## src/rtl/key_input_pkg.sv

```systemverilog
// Shared types and helpers for the key input conditioner.
// Latency: none (declarations only).
// Backpressure: not applicable.
package key_input_pkg;

   // Per-channel debounce / hold state machine
   typedef enum logic [2:0] {
      IDLE,
      PRESS_DEB,
      HELD,
      LONG_HELD,
      RELEASE_DEB
   } key_state_e;

   // Width of the per-channel tick counters: wide enough to hold the larger
   // of the long-press and repeat periods without wrapping.
   function automatic int cnt_width(input int long_ticks, input int repeat_ticks);
      int m;
      m = (long_ticks > repeat_ticks) ? long_ticks : repeat_ticks;
      return $clog2(m + 1);
   endfunction

endpackage

```

## src/rtl/key_input_ch.sv

```systemverilog
// One key channel: 2-flop synchroniser, tick-based debounce FSM, hold/repeat counters.
// Latency: 2 clk sync + DEB_TICKS ticks + 1 clk register from pin to key_press/level.
// Backpressure: none; pulses are fire-and-forget. KEY_REPEAT_EN enables the repeat counter.
module key_input_ch
   import key_input_pkg::*;
#(
   parameter int DEB_TICKS    = 20,
   parameter int LONG_TICKS   = 1000,
   parameter int REPEAT_TICKS = 200,
   parameter int ACTIVE_LOW   = 0,
   parameter bit LATCH        = 1'b0
) (
   input  logic clk,
   input  logic rst_n,
   input  logic tick_i,
   input  logic key_i,
   output logic level_o,
   output logic press_o,
   output logic release_o,
   output logic long_o,
   output logic repeat_o
);

   localparam int              CW        = cnt_width(LONG_TICKS, REPEAT_TICKS);
   localparam logic            IDLE_LVL  = (ACTIVE_LOW != 0);
   localparam logic [CW-1:0]   DEB_LAST  = CW'(DEB_TICKS - 1);
   localparam logic [CW-1:0]   LONG_LAST = CW'(LONG_TICKS - 1);
   localparam logic [CW-1:0]   ONE       = CW'(1);

   logic          sync1_q;
   logic          sync2_q;
   logic          pressed;
   key_state_e    state_q;
   logic [CW-1:0] deb_q;
   logic [CW-1:0] hold_q;
   logic          was_long_q;
   logic          level_q;
   logic          press_q;
   logic          release_q;
   logic          long_q;
`ifdef KEY_REPEAT_EN
   localparam logic [CW-1:0] REP_LAST = CW'(REPEAT_TICKS - 1);
   logic [CW-1:0] rep_q;
   logic          repeat_q;
`endif

   // Two-flop synchroniser; reset loads the released pin level so no false press
   always_ff @(posedge clk or negedge rst_n) begin
      if (!rst_n) begin
         sync1_q <= IDLE_LVL;
         sync2_q <= IDLE_LVL;
      end else begin
         sync1_q <= key_i;
         sync2_q <= sync1_q;
      end
   end

   assign pressed = sync2_q ^ IDLE_LVL;

   // Debounce/hold FSM with its counters and registered pulse/level outputs.
   // Counters stop at their terminal compare, so none of them can wrap.
   always_ff @(posedge clk or negedge rst_n) begin
      if (!rst_n) begin
         state_q    <= IDLE;
         deb_q      <= '0;
         hold_q     <= '0;
         was_long_q <= 1'b0;
         level_q    <= 1'b0;
         press_q    <= 1'b0;
         release_q  <= 1'b0;
         long_q     <= 1'b0;
`ifdef KEY_REPEAT_EN
         rep_q      <= '0;
         repeat_q   <= 1'b0;
`endif
      end else begin
         press_q   <= 1'b0;
         release_q <= 1'b0;
         long_q    <= 1'b0;
`ifdef KEY_REPEAT_EN
         repeat_q  <= 1'b0;
`endif
         case (state_q)
            IDLE: begin
               if (pressed) begin
                  state_q <= PRESS_DEB;
                  deb_q   <= '0;
               end
            end
            PRESS_DEB: begin
               if (!pressed) begin
                  state_q <= IDLE;
                  deb_q   <= '0;
               end else if (tick_i) begin
                  if (deb_q == DEB_LAST) begin
                     state_q    <= HELD;
                     deb_q      <= '0;
                     hold_q     <= '0;
                     was_long_q <= 1'b0;
                     press_q    <= 1'b1;
                     level_q    <= 1'b1;
                  end else begin
                     deb_q <= deb_q + ONE;
                  end
               end
            end
            HELD: begin
               if (!pressed) begin
                  state_q    <= RELEASE_DEB;
                  deb_q      <= '0;
                  was_long_q <= 1'b0;
               end else if (tick_i) begin
                  hold_q <= hold_q + ONE;
                  if (hold_q == LONG_LAST) begin
                     state_q <= LONG_HELD;
                     long_q  <= 1'b1;
`ifdef KEY_REPEAT_EN
                     rep_q   <= '0;
`endif
                  end
               end
            end
            LONG_HELD: begin
               if (!pressed) begin
                  state_q    <= RELEASE_DEB;
                  deb_q      <= '0;
                  was_long_q <= 1'b1;
               end
`ifdef KEY_REPEAT_EN
               else if (tick_i) begin
                  if (rep_q == REP_LAST) begin
                     rep_q    <= '0;
                     repeat_q <= 1'b1;
                  end else begin
                     rep_q <= rep_q + ONE;
                  end
               end
`endif
            end
            RELEASE_DEB: begin
               // hold/repeat counters are untouched here, so a glitch only pauses them
               if (pressed) begin
                  state_q <= was_long_q ? LONG_HELD : HELD;
                  deb_q   <= '0;
               end else if (tick_i) begin
                  if (deb_q == DEB_LAST) begin
                     state_q   <= IDLE;
                     deb_q     <= '0;
                     hold_q    <= '0;
                     release_q <= 1'b1;
`ifdef KEY_REPEAT_EN
                     rep_q     <= '0;
`endif
                     if (!LATCH) level_q <= 1'b0;
                  end else begin
                     deb_q <= deb_q + ONE;
                  end
               end
            end
            default: begin
               state_q <= IDLE;
               deb_q   <= '0;
            end
         endcase
      end
   end

   assign level_o   = level_q;
   assign press_o   = press_q;
   assign release_o = release_q;
   assign long_o    = long_q;
`ifdef KEY_REPEAT_EN
   assign repeat_o  = repeat_q;
`else
   assign repeat_o  = 1'b0;
`endif

endmodule

```

## src/rtl/key_input_bank.sv

```systemverilog
// N-channel push-button conditioner: shared tick prescaler feeding per-key debounce channels.
// Latency: 2 clk sync + DEB_TICKS ticks + 1 clk to key_press; all pulses 1 clk wide.
// Backpressure: none. Define KEY_REPEAT_EN to enable auto-repeat on key_repeat.
module key_input_bank
   import key_input_pkg::*;
#(
   parameter int                N_KEYS       = 4,
   parameter int                CLK_FREQ     = 50000000,
   parameter int                TICK_HZ      = 1000,
   parameter int                DEB_TICKS    = 20,
   parameter int                LONG_TICKS   = 1000,
   parameter int                REPEAT_TICKS = 200,
   parameter int                ACTIVE_LOW   = 0,
   parameter logic [N_KEYS-1:0] LATCH_MASK   = N_KEYS'(1)
) (
   input  logic              clk,
   input  logic              rst_n,
   input  logic [N_KEYS-1:0] key_in,
   output logic [N_KEYS-1:0] key_level,
   output logic [N_KEYS-1:0] key_press,
   output logic [N_KEYS-1:0] key_release,
   output logic [N_KEYS-1:0] key_long,
   output logic [N_KEYS-1:0] key_repeat
);

   localparam int            TICK_DIV = CLK_FREQ / TICK_HZ;
   localparam int            PW       = (TICK_DIV > 1) ? $clog2(TICK_DIV) : 1;
   localparam logic [PW-1:0] PRE_LAST = PW'(TICK_DIV - 1);

   if (N_KEYS < 1) begin : g_chk_nkeys
      $error("key_input_bank: N_KEYS must be >= 1");
   end
   if (TICK_DIV < 1) begin : g_chk_div
      $error("key_input_bank: CLK_FREQ/TICK_HZ must be >= 1");
   end
   if (DEB_TICKS < 1) begin : g_chk_deb
      $error("key_input_bank: DEB_TICKS must be >= 1");
   end
   if (LONG_TICKS <= DEB_TICKS) begin : g_chk_long
      $error("key_input_bank: LONG_TICKS must exceed DEB_TICKS");
   end
   if (REPEAT_TICKS < 1) begin : g_chk_rep
      $error("key_input_bank: REPEAT_TICKS must be >= 1");
   end

   logic [PW-1:0] presc_q;
   logic [PW-1:0] presc_d;
   logic          tick;

   // Prescaler next state: tick on the last count, then wrap to zero
   always_comb begin
      tick    = (presc_q == PRE_LAST);
      presc_d = tick ? '0 : presc_q + PW'(1);
   end

   // Prescaler register
   always_ff @(posedge clk or negedge rst_n) begin
      if (!rst_n) presc_q <= '0;
      else        presc_q <= presc_d;
   end

   for (genvar g = 0; g < N_KEYS; g++) begin : g_ch
      key_input_ch #(
         .DEB_TICKS   (DEB_TICKS),
         .LONG_TICKS  (LONG_TICKS),
         .REPEAT_TICKS(REPEAT_TICKS),
         .ACTIVE_LOW  (ACTIVE_LOW),
         .LATCH       (LATCH_MASK[g])
      ) u_ch (
         .clk      (clk),
         .rst_n    (rst_n),
         .tick_i   (tick),
         .key_i    (key_in[g]),
         .level_o  (key_level[g]),
         .press_o  (key_press[g]),
         .release_o(key_release[g]),
         .long_o   (key_long[g]),
         .repeat_o (key_repeat[g])
      );
   end

endmodule
```

## config.mk

```make
export PLATFORM = sky130hd
export DESIGN_NAME = key_input_bank
export DESIGN_NICKNAME = d
export VERILOG_FILES = /design/src/rtl/key_input_pkg.sv /design/src/rtl/key_input_ch.sv /design/src/rtl/key_input_bank.sv
export SDC_FILE = /design/constraint.sdc
export NUM_CORES = 1
export LEC_CHECK = 0
export ABC_AREA = 1
export BUFFER_PORTS_ARGS = -buffer_cell sky130_fd_sc_hd__buf_2
export CAP_MARGIN = 20
export CELL_PAD_IN_SITES_DETAIL_PLACEMENT = 1
export CELL_PAD_IN_SITES_GLOBAL_PLACEMENT = 1
export CORE_ASPECT_RATIO = 0.9
export CORE_UTILIZATION = 47
export DETAILED_ROUTE_END_ITERATION = 7
export MAX_ROUTING_LAYER = met4
export PLACE_DENSITY_LB_ADDON = 0.1
export SLEW_MARGIN = 40
export SYNTH_ARGS = -nofsm -noshare
export SYNTH_HDL_FRONTEND = slang
export SYNTH_HIERARCHICAL = 1
export SYNTH_SLANG_ARGS = --single-unit
```

## constraint.sdc

```tcl
create_clock -name clk -period 3 [get_ports clk]
set_clock_uncertainty 0.2 [all_clocks]
set_input_delay 0.3 -clock clk [delete_from_list [all_inputs] [get_ports clk]]
set_output_delay 0.3 -clock clk [all_outputs]
set_load 0.01 [all_outputs]
```

Yosys cells after proc, flatten, opt, wreduce, memory -nomap -nowiden
Index checks and enable logic that the tools add are counted.
{"block": "op_classes", "add_sub_neg": 9, "n_eq_ne": 95, "muxes": 188, "n_reduce_logical": 39}
{"operator": "$mux W10", "n": 48}
{"operator": "$pmux W10 S4", "n": 4}
{"operator": "$mux W3", "n": 44}
{"operator": "$pmux W10 S3", "n": 4}
{"operator": "$add A10 B1 Y10 const B", "n": 8}
{"operator": "$mux W1", "n": 76}
{"operator": "$pmux W3 S5", "n": 4}
{"operator": "$ne A2 B1 Y1 const B", "n": 24}
{"operator": "$ne A2 B2 Y1 const B", "n": 22}
{"operator": "$eq A10 B10 Y1 const B", "n": 4}
{"operator": "$eq A10 B5 Y1 const B", "n": 4}
{"operator": "$ne A3 B3 Y1 const B", "n": 12}
{"operator": "$reduce_and A8 Y1", "n": 4}
{"operator": "$eq A3 B2 Y1 const B", "n": 8}
{"operator": "$reduce_and A6 Y1", "n": 4}
{"operator": "$reduce_bool A3 Y1", "n": 8}
{"operator": "$reduce_and A7 Y1", "n": 3}
{"operator": "$reduce_and A5 Y1", "n": 4}
{"operator": "$ne A3 B1 Y1 const B", "n": 6}
{"operator": "$ne A3 B2 Y1 const B", "n": 6}
{"operator": "$add A16 B1 Y16 const B", "n": 1}
{"operator": "$eq A16 B16 Y1 const B", "n": 1}
{"operator": "$mux W16", "n": 1}
{"operator": "$eq A3 B1 Y1 const B", "n": 4}
{"operator": "other kinds (8)", "n": 27}
{"block": "totals", "register_bits": 136, "wordCells": 372}

Depth between registers and ports, before layout
Gate-level depths: netlist (run 1).
{"block": "depth", "ltp_word": 5, "ltp_mapped": 15, "depth_no_buf": 14}

Modules after synthesis
The synthesis (run 1) kept the hierarchy.
{"module": "key_input_ch at g_ch[2].u_ch ...", "n_inst": 2, "cells_each": 280, "area_each_um2": 2018.2}
{"module": "key_input_ch at g_ch[1].u_ch", "n_inst": 1, "cells_each": 265, "area_each_um2": 1938.1}
{"module": "key_input_ch at g_ch[0].u_ch", "n_inst": 1, "cells_each": 246, "area_each_um2": 1804.2}
{"module": "key_input_bank", "n_inst": 1, "cells_each": 121, "area_each_um2": 877.1}

Least setup slack after synthesis (run 1)
Ideal clock, no wire load.
{"block": "synth_timing", "path_kind": "reg-to-reg", "startpoint": "register presc_q[0]", "endpoint": "register g_ch[2].u_ch.hold_q[7]", "t_arrival_ns": 1.887, "setup_slack_ns": 0.796, "stages_incl_launch_ff": 14, "synth_period_minus_slack_ns": 2.204, "path_cell_list": "dfrtp_1 > ha_1 > nand3_2 > nor2_1 > nand2_2 > inv_2 > buf_2 > nand2_1 > nand2_4 > nand3_4 > nor2_8 > nand2_8 > nand2_2 > nand2_1"}
{"block": "synth_between", "elab_chain_cells": 4, "word_cells_on_any_way": 7}
{"item": "start, declared", "line": "key_input_bank.sv:46", "text": "logic [PW-1:0] presc_q;"}
{"item": "start signal, assigned", "line": "key_input_bank.sv:59", "text": "else presc_q <= presc_d;"}
{"item": "$eq A16 B16 Y1 *", "line": "key_input_bank.sv:52", "text": "tick = (presc_q == PRE_LAST);"}
{"item": "named net tick", "line": "key_input_bank.sv:48", "text": "logic tick;"}
{"item": "$mux W10"}
{"item": "$mux W10 (on tied branches)"}
{"item": "$pmux W10 S3"}
{"item": "end signal, assigned", "line": "key_input_ch.sv:113", "text": "hold_q <= hold_q + ONE;"}
{"item": "end, declared", "line": "key_input_ch.sv:35", "text": "logic [CW-1:0] hold_q;"}
Mark *: on every way through the listed nets, which the timed path passes. The rest lies on a longest branch. The select of a mux whose other input is x is not followed.
A chain may end at the register's enable or synchronous reset.

Worst setup path after layout (run 1)
{"block": "layout_timing", "startpoint": "register presc_q[0]", "endpoint": "register g_ch[0].u_ch.hold_q[0]"}
{"block": "layout_between", "elab_chain_cells": 4, "word_cells_on_any_way": 7}
{"item": "$eq A16 B16 Y1 *", "line": "key_input_bank.sv:52"}
{"item": "named net tick", "line": "key_input_bank.sv:48"}
{"item": "$mux W10"}
{"item": "$mux W10 (on tied branches)"}
{"item": "$pmux W10 S3"}
{"item": "end signal, assigned", "line": "key_input_ch.sv:113"}
{"item": "end, declared", "line": "key_input_ch.sv:35"}
Marked as above.

==> out/metrics.yaml, run 1 <==
run_status:
  status: "complete, no violations"
die:
  initial_core_util: 0.485
  die_w_um: 145
  ios: 26
  die_area_um2: 19000
  coreArea_um2: 17800
  chipHeight_um: 131
  rows: 46
critical_path:
  critPathKind: "flop to flop"
  timing.critical_path.arrival_ns: 2.67
  crit_path_max_fanout: 22
  rrSetupSlack_ns: 0.42
  required_ns: 3.09
  startpoint_type: "flop"
  r2r-start: "presc_q[0]"
  crit_start: "presc_q[0]"
  cp-end-kind: "flop"
timing:
  tightest_slew_ns: 0.571
  hold_violations: 0
  rsz0062_at_grt: "no"
  timing.fmax_mhz: 388
  period_needed_ns: 2.58
  slew_viol_final: 0
  setup_tns_ns: 0
  hold_ws_ns: 0.139
  setup_ws_ns: 0.423
  min_period_over_period: 0.859
  slew-limit-headroom: 0.619
  setup_viol: 0
power_and_ir_drop:
  internal_power_mw: 4.05
  power.density_nw_per_um2: 678
  seq_power_share: 0.335
  p_sw_mw: 2.50
  switching_share: 0.381
  leakage_nw: 4.77
  power_frac_comb: 0.331
  irDropWorstVdd_mv: 0.372
  clkPwrFrac: 0.335
  finalPower_mw: 6.55
final_layout:
  nFillCells: 2318
  post-route-util: 0.542
  fin_area_um2: 9660
  drive_above_1_share: 0.155
  layout.nets: 1239
  final_cells: 1476
  diodes: 0
  area_growth_pct: 11.6
grt:
  met3_usage: 0.0420
  met2_usage: 0.419
  top_usage_layer: "met2"
  grt_pass1_vias: 7800
  grt_pass1_wl_um: 36400
  overflow: 0
  met1_usage: 0.295
  grt_max_degree: 59
  antenna_found_initial: 0
  track_usage: 0.243
synth:
  synth_ff_type: "dfrtp_1"
  synth_edf_count: 0
  syn-instance-count: 1192
  synth.distinct_cells: 42
  synthMostInstantiatedCell: "nand2_1"
  synth_common_cells: "nand2_1 (341), nor2_1 (163), dfrtp_1 (136)"
  yosysTopAreaCellShare: 0.393
  netlist_top_cells_area: "dfrtp_1 (39%), nand2_1 (15%), nor2_1 (7.1%)"
  syn_area_per_cell_um2: 7.26
  synth_top_area_cell: "dfrtp_1"
  ys_seq_area_frac: 0.393
  yosys_warnings: 6
  synth_seq_cells: 136
  synthesis.nets: 1207
  syn_area_um2: 8660
  async_flop_share: 1.00
placed_design:
  gp_congestion: 0.827
  dp_cells: 1440
  place_area_um2: 9000
  dp_hpwl_um: 15100
  port_buffers: 21
  place_ws_ns: 0.408
clock_network:
  clock-root-buffer: "clkbuf_16"
  cts_buffer_depth: 2
  clock_latency_ns: 0.43
  cts-resized-gates: 0
  clock-sinks: 136
  cts_buffers: 17
  path_clk_slew_ns: 0.06
  cts_max_level: 4
  cts_tree: "done"
drt:
  post_drt_wl_per_cell_um: 14.1
  first_pass_iters: 4
  postRouteWirelength_um: 20900
  vias: 7588
  drc: 0
  drt_iter0_markers: 300
  viasPerCell: 5.14
  ant_nets: 0
min_path:
  min_path_type: "flop to flop"
  min_from: "g_ch[2].u_ch/sync1_q"
job:
  maxCapViolations: 0
-- worst paths after layout --
path                                     endpoint  depth (start not counted)
max                        g_ch[0].u_ch/hold_q[0]                         13
max reg2reg                g_ch[0].u_ch/hold_q[0]                         13
min                          g_ch[2].u_ch/pressed                          0
min in group asynchronous  g_ch[2].u_ch/release_o                          2
max in group asynchronous  g_ch[3].u_ch/hold_q[7]                          3
min reg2reg                  g_ch[2].u_ch/pressed                          0
-- kinds of logic (layout without fill, tap and decap cells) --
group	count (synthesis)	in the layout	share of synthesized area
and+or+nand+nor	775	775	0.429
buffers and inverters	171	215	0.0818
DFF	136	136	0.393
AOI/OAI and AO/OA	74	74	0.0583
xor gates and xnor gates	23	23	0.0233
adders and majority gates	9	9	0.0130
other	4	4	0.00173
-- power groups by stage --
stage          logic [mW]  registers [mW]  clock network, mW
6_report             2.17            2.19               2.19
5_1_grt              2.44            2.22               2.32
4_1_cts              2.20            2.19               2.25
3_5_place_dp         2.18            2.22                  0
3_3_place_gp         2.11            2.22                  0
2_1_floorplan        1.77            2.17                  0
-- placed cells by master (no fill, tap or decap), types with 11 or more instances in the layout --
cell,netlist,routed
dfrtp_1,136,136
xor2_1,21,21
nor2_2,11,11
nand2_1,341,341
buf_2,7,20
nand2_2,45,45
inv_1,131,131
nor2_1,163,163
o21bai_1,11,11
clkbuf_16,0,17
nand2_4,19,19
a21oi_1,18,18
o21ai_0,16,16
inv_2,18,18
nand3_1,120,120
nand4_1,27,27
-- layer usage --
metal	routed length, µm	up-vias	share of wire
met5	0	-	0
met4	271	0	0.013
met1	9790	3701	0.47
met2	10400	54	0.50
met3	412	24	0.020
li1	-	3809	-
-- critical path, cell delays in order, from the launching register on --
cell     delay [ns]
dfrtp_1        0.39
ha_1           0.21
nand3_2        0.15
nor2_1         0.16
nand2_2        0.11
inv_2          0.27
buf_12         0.22
nand2_1        0.07
nand2_1        0.08
nand3_1        0.09
nor2_2         0.13
nand2_4        0.17
nand2_1        0.09
o21ai_0        0.09
-- registers in the layout (all words and copies together), names as in the netlist --
signal	cells
g_ch.u_ch/deb_q	40
g_ch.u_ch/hold_q	40
presc_q	16
g_ch.u_ch/state_q	12
g_ch.u_ch/level_o	4
g_ch.u_ch/long_o	4
g_ch.u_ch/press_o	4
g_ch.u_ch/pressed	4
g_ch.u_ch/release_o	4
g_ch.u_ch/sync1_q	4
g_ch.u_ch/was_long_q	4
-- area by class of cell --
cell class	instances	area, µm²	share of cell area
Clock buffer	23	498	0.0515
Clock inverter	8	118	0.0122
Inverter	154	583	0.0603
Multi-Input combinational cell	885	4540	0.470
Sequential cell	136	3400	0.352
Tap cell	240	300	0.0311
Timing Repair Buffer	30	216	0.0224
-- timing repair --
action                                  CTS  global route
hold buffers                              5             0
setup buffers                             0             0
endpoints found under the hold margin    60             0
endpoints found under the setup margin    0             0
Power figures use the tool's default switching activity.
==> run 2: changes to the inputs <==
--- a/config.mk
+++ b/config.mk
@@ -5,17 +5,15 @@
 export SDC_FILE = /design/constraint.sdc
 export NUM_CORES = 1
 export LEC_CHECK = 0
-export ABC_AREA = 1
 export BUFFER_PORTS_ARGS = -buffer_cell sky130_fd_sc_hd__buf_2
 export CAP_MARGIN = 20
 export CELL_PAD_IN_SITES_DETAIL_PLACEMENT = 1
 export CELL_PAD_IN_SITES_GLOBAL_PLACEMENT = 1
 export CORE_ASPECT_RATIO = 0.9
-export CORE_UTILIZATION = 47
+export CORE_UTILIZATION = 49
 export DETAILED_ROUTE_END_ITERATION = 7
 export MAX_ROUTING_LAYER = met4
 export PLACE_DENSITY_LB_ADDON = 0.1
-export SLEW_MARGIN = 40
 export SYNTH_ARGS = -nofsm -noshare
 export SYNTH_HDL_FRONTEND = slang
 export SYNTH_HIERARCHICAL = 1
==> run 2 against run 1 <==
  * Combinational power is 73% lower
  * Non-clock buffer count is 9 higher
  * Clock-buffer cell count is 3 lower
  * Critical endpoint is now g_ch[1].u_ch/hold_q[8]
  * Register-to-register slack worse by 0.24 ns
  * Highest routed layer unchanged
  * Largest cell class unchanged
==> out/metrics.yaml, run 2 <==
die:
  die_w_um: 132  # was 145 µm
  ios: 26  # unchanged
  coreArea_um2: 14700  # was 17800 µm²
  die_area_um2: 15600  # was 19000 µm²
  initial_core_util: 0.504  # was 0.485
  rows: 42  # was 46
  chipHeight_um: 119  # was 131 µm
critical_path:
  rrSetupSlack_ns: 0.19  # was 0.42 ns
  startpoint_type: "flop"  # unchanged
  cp-end-kind: "flop"  # unchanged
  cpMaxStageDelayCell: "and4_4"  # was dfrtp_1
  required_ns: 3.14  # was 3.09 ns
  timing.critical_path.arrival_ns: 2.95  # was 2.67 ns
  crit_path_max_fanout: 16  # was 22
  worst_r2r_endpoint: "g_ch[1].u_ch/hold_q[8]"  # was g_ch[0].u_ch/hold_q[0]
  r2r_cells: 8  # was 13
  cpPeakStageDelay_ns: 0.43  # was 0.39 ns
  crit_chain: "ha_1 > and3_1 > and4_4 > and2_2 > a31oi_2 > a21o_1 > or4_1 > a21oi_1"  # was ha_1 > nand3_2 > nor2_1 > nand2_2 > inv_2 > buf_12 > nand2_1 > nand2_1 > nand3_1 > nor2_2 > nand2_4 > nand2_1 > o21ai_0
  critPathKind: "flop to flop"  # unchanged
  r2r-start: "presc_q[0]"  # unchanged
drt:
  ant_nets: 0  # unchanged
  post_drt_wl_per_cell_um: 17.9  # was 14.1 µm
  vias: 6081  # was 7588
  drc: 0  # unchanged
  first_pass_iters: 6  # was 4
  postRouteWirelength_um: 17900  # was 20900 µm
  viasPerCell: 6.09  # was 5.14
  drt_iter0_markers: 310  # was 300
power_and_ir_drop:
  switching_share: 0.283  # was 0.381
  leakage_nw: 3.47  # was 4.77 nW
  internal_power_mw: 3.25  # was 4.05 mW
  finalPower_mw: 4.54  # was 6.55 mW
  power_frac_comb: 0.127  # was 0.331
  irDropWorstVdd_mv: 0.376  # was 0.372 mV
  seq_power_share: 0.439  # was 0.335
  power.density_nw_per_um2: 546  # was 678 nW/µm²
  p_sw_mw: 1.28  # was 2.50 mW
  clkPwrFrac: 0.434  # was 0.335
clock_network:
  cts_setup_buffers: 0  # unchanged
  cts_buffer_depth: 2  # unchanged
  clock-root-buffer: "clkbuf_16"  # unchanged
  clock_latency_ns: 0.42  # was 0.43 ns
  cts_tree: "done"  # unchanged
  clock-sinks: 136  # unchanged
  cts_buffers: 17  # unchanged
  cts_max_level: 4  # unchanged
  path_clk_slew_ns: 0.06  # about the same
grt:
  antenna_found_initial: 0  # unchanged
  grt_pass1_vias: 6488  # was 7800
  grt_pass1_wl_um: 31600  # was 36400 µm
  track_usage: 0.256  # was 0.243
  grt_max_degree: 65  # was 59
  overflow: 0  # unchanged
min_path:
  hold-path-endpoint: "g_ch[1].u_ch/pressed"  # was g_ch[2].u_ch/pressed
  hold_depth: 0  # unchanged
  min_from: "g_ch[1].u_ch/sync1_q"  # was g_ch[2].u_ch/sync1_q
  min_path_type: "flop to flop"  # unchanged
timing:
  rsz0062_at_grt: "no"  # unchanged
  hold_violations: 0  # unchanged
  hold_ws_ns: 0.147  # was 0.139 ns
  setup_viol: 0  # unchanged
  timing.fmax_mhz: 356  # was 388 MHz
  period_needed_ns: 2.81  # was 2.58 ns
  min_period_over_period: 0.937  # was 0.859
  slew_viol_final: 0  # unchanged
  slew-limit-headroom: 0.531  # was 0.619
  tightest_slew_ns: 0.699  # was 0.571 ns
synth:
  async_flop_share: 1.00  # unchanged
  synth_ff_type: "dfrtp_1"  # unchanged
  netlist_top_cells_area: "dfrtp_1 (46%), o21ai_0 (3.4%), nor2_1 (2.8%)"  # was dfrtp_1 (39%), nand2_1 (15%), nor2_1 (7.1%)
  synth_edf_count: 0  # unchanged
  synthesis.nets: 777  # was 1207
  ys_seq_area_frac: 0.459  # was 0.393
  syn_area_per_cell_um2: 9.72  # was 7.26 µm²
  synth_top_area_cell: "dfrtp_1"  # unchanged
  synthMostInstantiatedCell: "dfrtp_1"  # was nand2_1
  synth.distinct_cells: 86  # was 42
  yosysTopAreaCellShare: 0.459  # was 0.393
  synth_common_cells: "dfrtp_1 (136), nor2_1 (56), nand2_1 (55)"  # was nand2_1 (341), nor2_1 (163), dfrtp_1 (136)
  yosys_warnings: 6  # unchanged
  syn_area_um2: 7410  # was 8660 µm²
  synth_seq_cells: 136  # unchanged
  syn-instance-count: 762  # was 1192
placed_design:
  port_buffers: 21  # unchanged
  place_area_um2: 7700  # was 9000 µm²
  gp_congestion: 0.819  # was 0.827
  dp_hpwl_um: 12100  # was 15100 µm
final_layout:
  fin_area_um2: 8320  # was 9660 µm²
  drive_above_1_share: 0.135  # was 0.155
  reg.largest.list: "g_ch.u_ch/deb_q: 40 flops, g_ch.u_ch/hold_q: 40 flops, presc_q: 16 flops"  # unchanged
  layout_common_cells: "dfrtp_1 (136), nor2_1 (56), nand2_1 (55)"  # was nand2_1 (341), nor2_1 (163), dfrtp_1 (136)
  layout_commonest_cell: "dfrtp_1"  # was nand2_1
  layout.nets: 803  # was 1239
  diodes: 0  # unchanged
  area_growth_pct: 12.2  # was 11.6%
job:
  maxCapViolations: 0  # unchanged
run_status:
  status: "complete, no violations"  # unchanged
## run 2: cell count changes after synthesis, moves of 18 or more
cell	change
nand2_1	-286
nor2_1	-107
inv_1	-103
nand3_1	-84
nand2_2	-45
o21ai_0	+34
a21oi_1	+21
or3_1	+18
## run 2: power groups by stage
stage / registers (mW) / logic [mW] / clock network (mW)
4_1_cts: 1.99 / 0.582 / 2.02
6_report: 1.99 / 0.576 / 1.97
3_5_place_dp: 2.02 / 0.572 / 0
2_1_floorplan: 1.94 / 0.535 / 0
3_3_place_gp: 2.02 / 0.553 / 0
5_1_grt: 2.00 / 0.651 / 2.11
## run 2: stage by stage
| stage | setup TNS, ns | setup slack, ns | util | std cells |
|---|---|---|---|---|
| final | 0 | 0.188 | 0.565 | 999 |
| after global routing | 0 | 0.0163 | 0.565 | 999 |
| after CTS | 0 | 0.0182 | 0.565 | 999 |
| after detailed placement | -0.0224 | -0.0206 | 0.524 | 962 |
| after global placement | 0 | 0.140 | 0.524 | 962 |
| after floorplan | 0 | 0.118 | - | 762 |
## run 2: timing repair
item | in CTS | in global routing
setup endpoints to repair | 5 | 24
endpoints found under the hold margin | 66 | 0
pin swaps | 0 | 0
hold buffers | 5 | 0
gates resized for setup | 1 | 1
## run 2: critical path, delay by kind of cell (launching register included)
kind / cells / cell delay [ns]
AO/OA/AOI/OAI: 3 / 0.58
AND/OR/NAND/NOR: 4 / 1.37
adder cells (fa/ha/maj): 1 / 0.19
flip-flops: 1 / 0.39
## run 2: worst max-delay path by stage
| stage | start | to | slack, ns | depth (start not counted) |
|---|---|---|---|---|
| floorplan | presc_q[0] | g_ch[0].u_ch/hold_q[8] | 0.12 | 11 |
| global placement | presc_q[0] | g_ch[1].u_ch/deb_q[3] | 0.14 | 8 |
| CTS | presc_q[0] | g_ch[1].u_ch/hold_q[8] | 0.02 | 8 |
| finish | presc_q[0] | g_ch[1].u_ch/hold_q[8] | 0.19 | 8 |
| global route | presc_q[0] | g_ch[1].u_ch/deb_q[9] | 0.02 | 9 |
| detailed placement | presc_q[0] | g_ch[1].u_ch/deb_q[3] | -0.02 | 8 |
## run 2: logic make-up after synthesis
family	share of synthesized area
other	0.00203
muxes	0.00270
AOI/OAI and AO/OA	0.184
adders and majority gates	0.0152
and+or+nand+nor	0.264
xor gates and xnor gates	0.0307
buffers and inverters	0.0419
DFF	0.459
## run 2: area by class of cell
class                      count  area, µm²
tap                          198        248
multi-input combinational    565       3700
timing repair buffer          39        297
clock buffer                  20        457
fill                        1678       6400
inverter                      29        109
clock inverter                12        101
sequential                   136       3400
## run 2: per-layer routing
metal	part of all wire	up-vias	wire length [µm]	track usage
met5	0	-	0	-
met4	0.014	0	254	0.0908
met3	0.023	24	413	0.0485
met2	0.50	82	9010	0.418
met1	0.46	3095	8190	0.317
li1	-	2880	-	-
==> run 3: changes to the inputs <==
==> constraint.sdc (replaced) <==
create_clock -name clk -period 3 [get_ports clk]
set_clock_uncertainty 0.2 [all_clocks]
set_input_delay 0.6 -clock clk [delete_from_list [all_inputs] [get_ports clk]]
set_output_delay 0.6 -clock clk [all_outputs]
set_load 0.01 [all_outputs]
==> run 3 against run 2 <==
  * Cell area down 0.74%
  * Hold slack worse by 0.062 ns
  * Worst setup slack better by 0.044 ns
  * Register-to-register slack better by 0.04 ns
  * Clock-buffer cell count up 7
  * Critical endpoint unchanged
==> out/metrics.yaml, run 3 (synthesis gave the netlist of run 2 again) <==
run_status:
  status: "complete, no violations"  # unchanged
placed_design:
  gp_congestion: 0.809  # was 0.819
  port_buffers: 21  # unchanged
  dp_cells: 964  # was 962
  dp_hpwl_um: 11900  # was 12100 µm
timing:
  slew_viol_final: 0  # unchanged
  setup_viol: 0  # unchanged
  min_period_over_period: 0.923  # was 0.937
  timing.fmax_mhz: 361  # was 356 MHz
  rsz0062_at_grt: "no"  # unchanged
  tightest_slew_ns: 0.716  # was 0.699 ns
  setup_tns_ns: 0  # unchanged
  slew-limit-headroom: 0.519  # was 0.531
  period_needed_ns: 2.77  # was 2.81 ns
  hold_violations: 0  # unchanged
power_and_ir_drop:
  seq_power_share: 0.444  # was 0.439
  power.density_nw_per_um2: 544  # was 546 nW/µm²
  finalPower_mw: 4.49  # was 4.54 mW
  switching_share: 0.277  # was 0.283
  internal_power_mw: 3.25  # about the same
  irDropWorstVdd_mv: 0.382  # was 0.376 mV
  power_frac_comb: 0.130  # was 0.127
  p_sw_mw: 1.25  # was 1.28 mW
  leakage_nw: 3.46  # was 3.47 nW
  clkPwrFrac: 0.427  # was 0.434
final_layout:
  layout_commonest_cell: "dfrtp_1"  # unchanged
  reg.largest.list: "g_ch.u_ch/deb_q: 40 flops, g_ch.u_ch/hold_q: 40 flops, presc_q: 16 flops"  # unchanged
  layout.nets: 802  # was 803
  nFillCells: 1691  # was 1678
  drive_above_1_share: 0.129  # was 0.135
  diodes: 0  # unchanged
  area_growth_pct: 11.4  # was 12.2%
  layout_common_cells: "dfrtp_1 (136), nor2_1 (56), nand2_1 (55)"  # unchanged
  final_cells: 996  # was 999
  multi_input_area_um2: 3700  # about the same
  seqCellArea_um2: 3400  # unchanged
drt:
  first_pass_iters: 5  # was 6
  postRouteWirelength_um: 17500  # was 17900 µm
  post_drt_wl_per_cell_um: 17.5  # was 17.9 µm
  drc: 0  # unchanged
  drt_iter0_markers: 385  # was 310
  vias: 6026  # was 6081
  ant_nets: 0  # unchanged
  viasPerCell: 6.05  # was 6.09
die:
  rows: 42  # unchanged
  coreArea_um2: 14700  # unchanged
  chipHeight_um: 119  # unchanged
  die_area_um2: 15600  # unchanged
  die_w_um: 132  # unchanged
  initial_core_util: 0.504  # unchanged
  ios: 26  # unchanged
critical_path:
  required_ns: 3.14  # about the same
  crit_path_max_fanout: 11  # was 16
  cp_num_buf_inv: 0  # unchanged
  cp-end-kind: "flop"  # unchanged
  timing.critical_path.arrival_ns: 2.90  # was 2.95 ns
  startpoint_type: "flop"  # unchanged
  cpPeakStageDelay_ns: 0.43  # about the same
  r2r_cells: 8  # unchanged
  r2r-start: "presc_q[0]"  # unchanged
  cp_top_family: "simple AND/OR/NAND/NOR gates"  # unchanged
  crit_chain: "ha_1 > and3_2 > and4_4 > and2_2 > a31oi_2 > a21o_1 > or4_1 > a21oi_1"  # was ha_1 > and3_1 > and4_4 > and2_2 > a31oi_2 > a21o_1 > or4_1 > a21oi_1
  rrSetupSlack_ns: 0.23  # was 0.19 ns
  worst_r2r_endpoint: "g_ch[1].u_ch/hold_q[8]"  # unchanged
  critPathKind: "flop to flop"  # unchanged
  cpMaxStageDelayCell: "or4_1"  # was and4_4
min_path:
  hold-path-endpoint: "g_ch[3].u_ch/sync1_q"  # was g_ch[1].u_ch/pressed
  min_path_type: "input pin to flop"  # was flop to flop
  min_from: "key_in[3]"  # was g_ch[1].u_ch/sync1_q
  hold_depth: 1  # was 0
clock_network:
  cts_buffer_depth: 2  # unchanged
  clock-root-buffer: "clkbuf_16"  # unchanged
  cts_buffers: 17  # unchanged
  path_clk_slew_ns: 0.06  # about the same
  cts_tree: "done"  # unchanged
  cts_max_level: 4  # unchanged
  clock_latency_ns: 0.42  # about the same
  clock-sinks: 136  # unchanged
grt:
  track_usage: 0.253  # was 0.256
  grt_max_degree: 59  # was 65
  overflow: 0  # unchanged
  antenna_found_initial: 0  # unchanged
  grt_pass1_wl_um: 31300  # was 31600 µm
  grt_pass1_vias: 6417  # was 6488
job:
  maxCapViolations: 0  # unchanged
## run 3: cell types whose count changed in the layout (fill, tap and decap cells not counted)
cell	delta
dlygate4sd3_1	-4
and3_1	-1
inv_6	-1
clkinv_2	-4
and3_2	+1
clkinvlp_4	-4
clkbuf_1	+7
buf_4	+4
buf_12	-1
## run 3: per-layer routing
metal / part of all wire / GRT usage
met1: 0.47 / 0.321
met2: 0.50 / 0.409
met3: 0.023 / 0.0515
met4: 0.0096 / 0.0734
met5: 0 / -
## run 3: per-stage QoR
stage,utilization,worst slack [ns],hold slack (ns),cell area [µm²]
after floorplan,-,0.118,0.104,7410
after global placement,0.524,0.250,0.134,7710
after detailed placement,0.524,0.0679,0.138,7710
after CTS,0.560,0.0424,0.0616,8240
after global routing,0.561,0.0428,0.0560,8250
final,0.561,0.232,0.0856,8250
## run 3: power by group through the flow
stage	registers, mW	clock network (mW)	logic (mW)
detailed placement	2.02	0	0.579
CTS	1.99	1.97	0.586
global placement	2.02	0	0.553
global route	2.01	2.05	0.651
finish	1.99	1.92	0.583
floorplan	1.94	0	0.535
## run 3: what timing repair did
action,4_1_cts,5_1_grt
hold buffers,1,0
buffers inserted,0,1
resized for setup,0,3
endpoints found under the setup margin,0,41
hold endpoints to repair,55,0
## run 3: how the worst max path moves through the flow
stage | cells after the start | to | slack, ns | from
2_1_floorplan | 11 | g_ch[0].u_ch/hold_q[8] | 0.12 | presc_q[0]
3_3_place_gp | 8 | g_ch[1].u_ch/deb_q[3] | 0.25 | presc_q[0]
3_5_place_dp | 8 | g_ch[1].u_ch/deb_q[4] | 0.07 | presc_q[0]
4_1_cts | 8 | g_ch[1].u_ch/deb_q[5] | 0.04 | presc_q[0]
5_1_grt | 8 | g_ch[1].u_ch/hold_q[8] | 0.04 | presc_q[0]
6_report | 8 | g_ch[1].u_ch/hold_q[8] | 0.23 | presc_q[0]
## run 3: cell type report
type | instances | area share
multi-input cells | 565 | 0.449
repair buffers | 38 | 0.0323
well taps | 198 | 0.0300
inverters | 29 | 0.0132
clock inverters | 3 | 0.00515
clock buffers | 27 | 0.0585
flip-flops and latches | 136 | 0.412
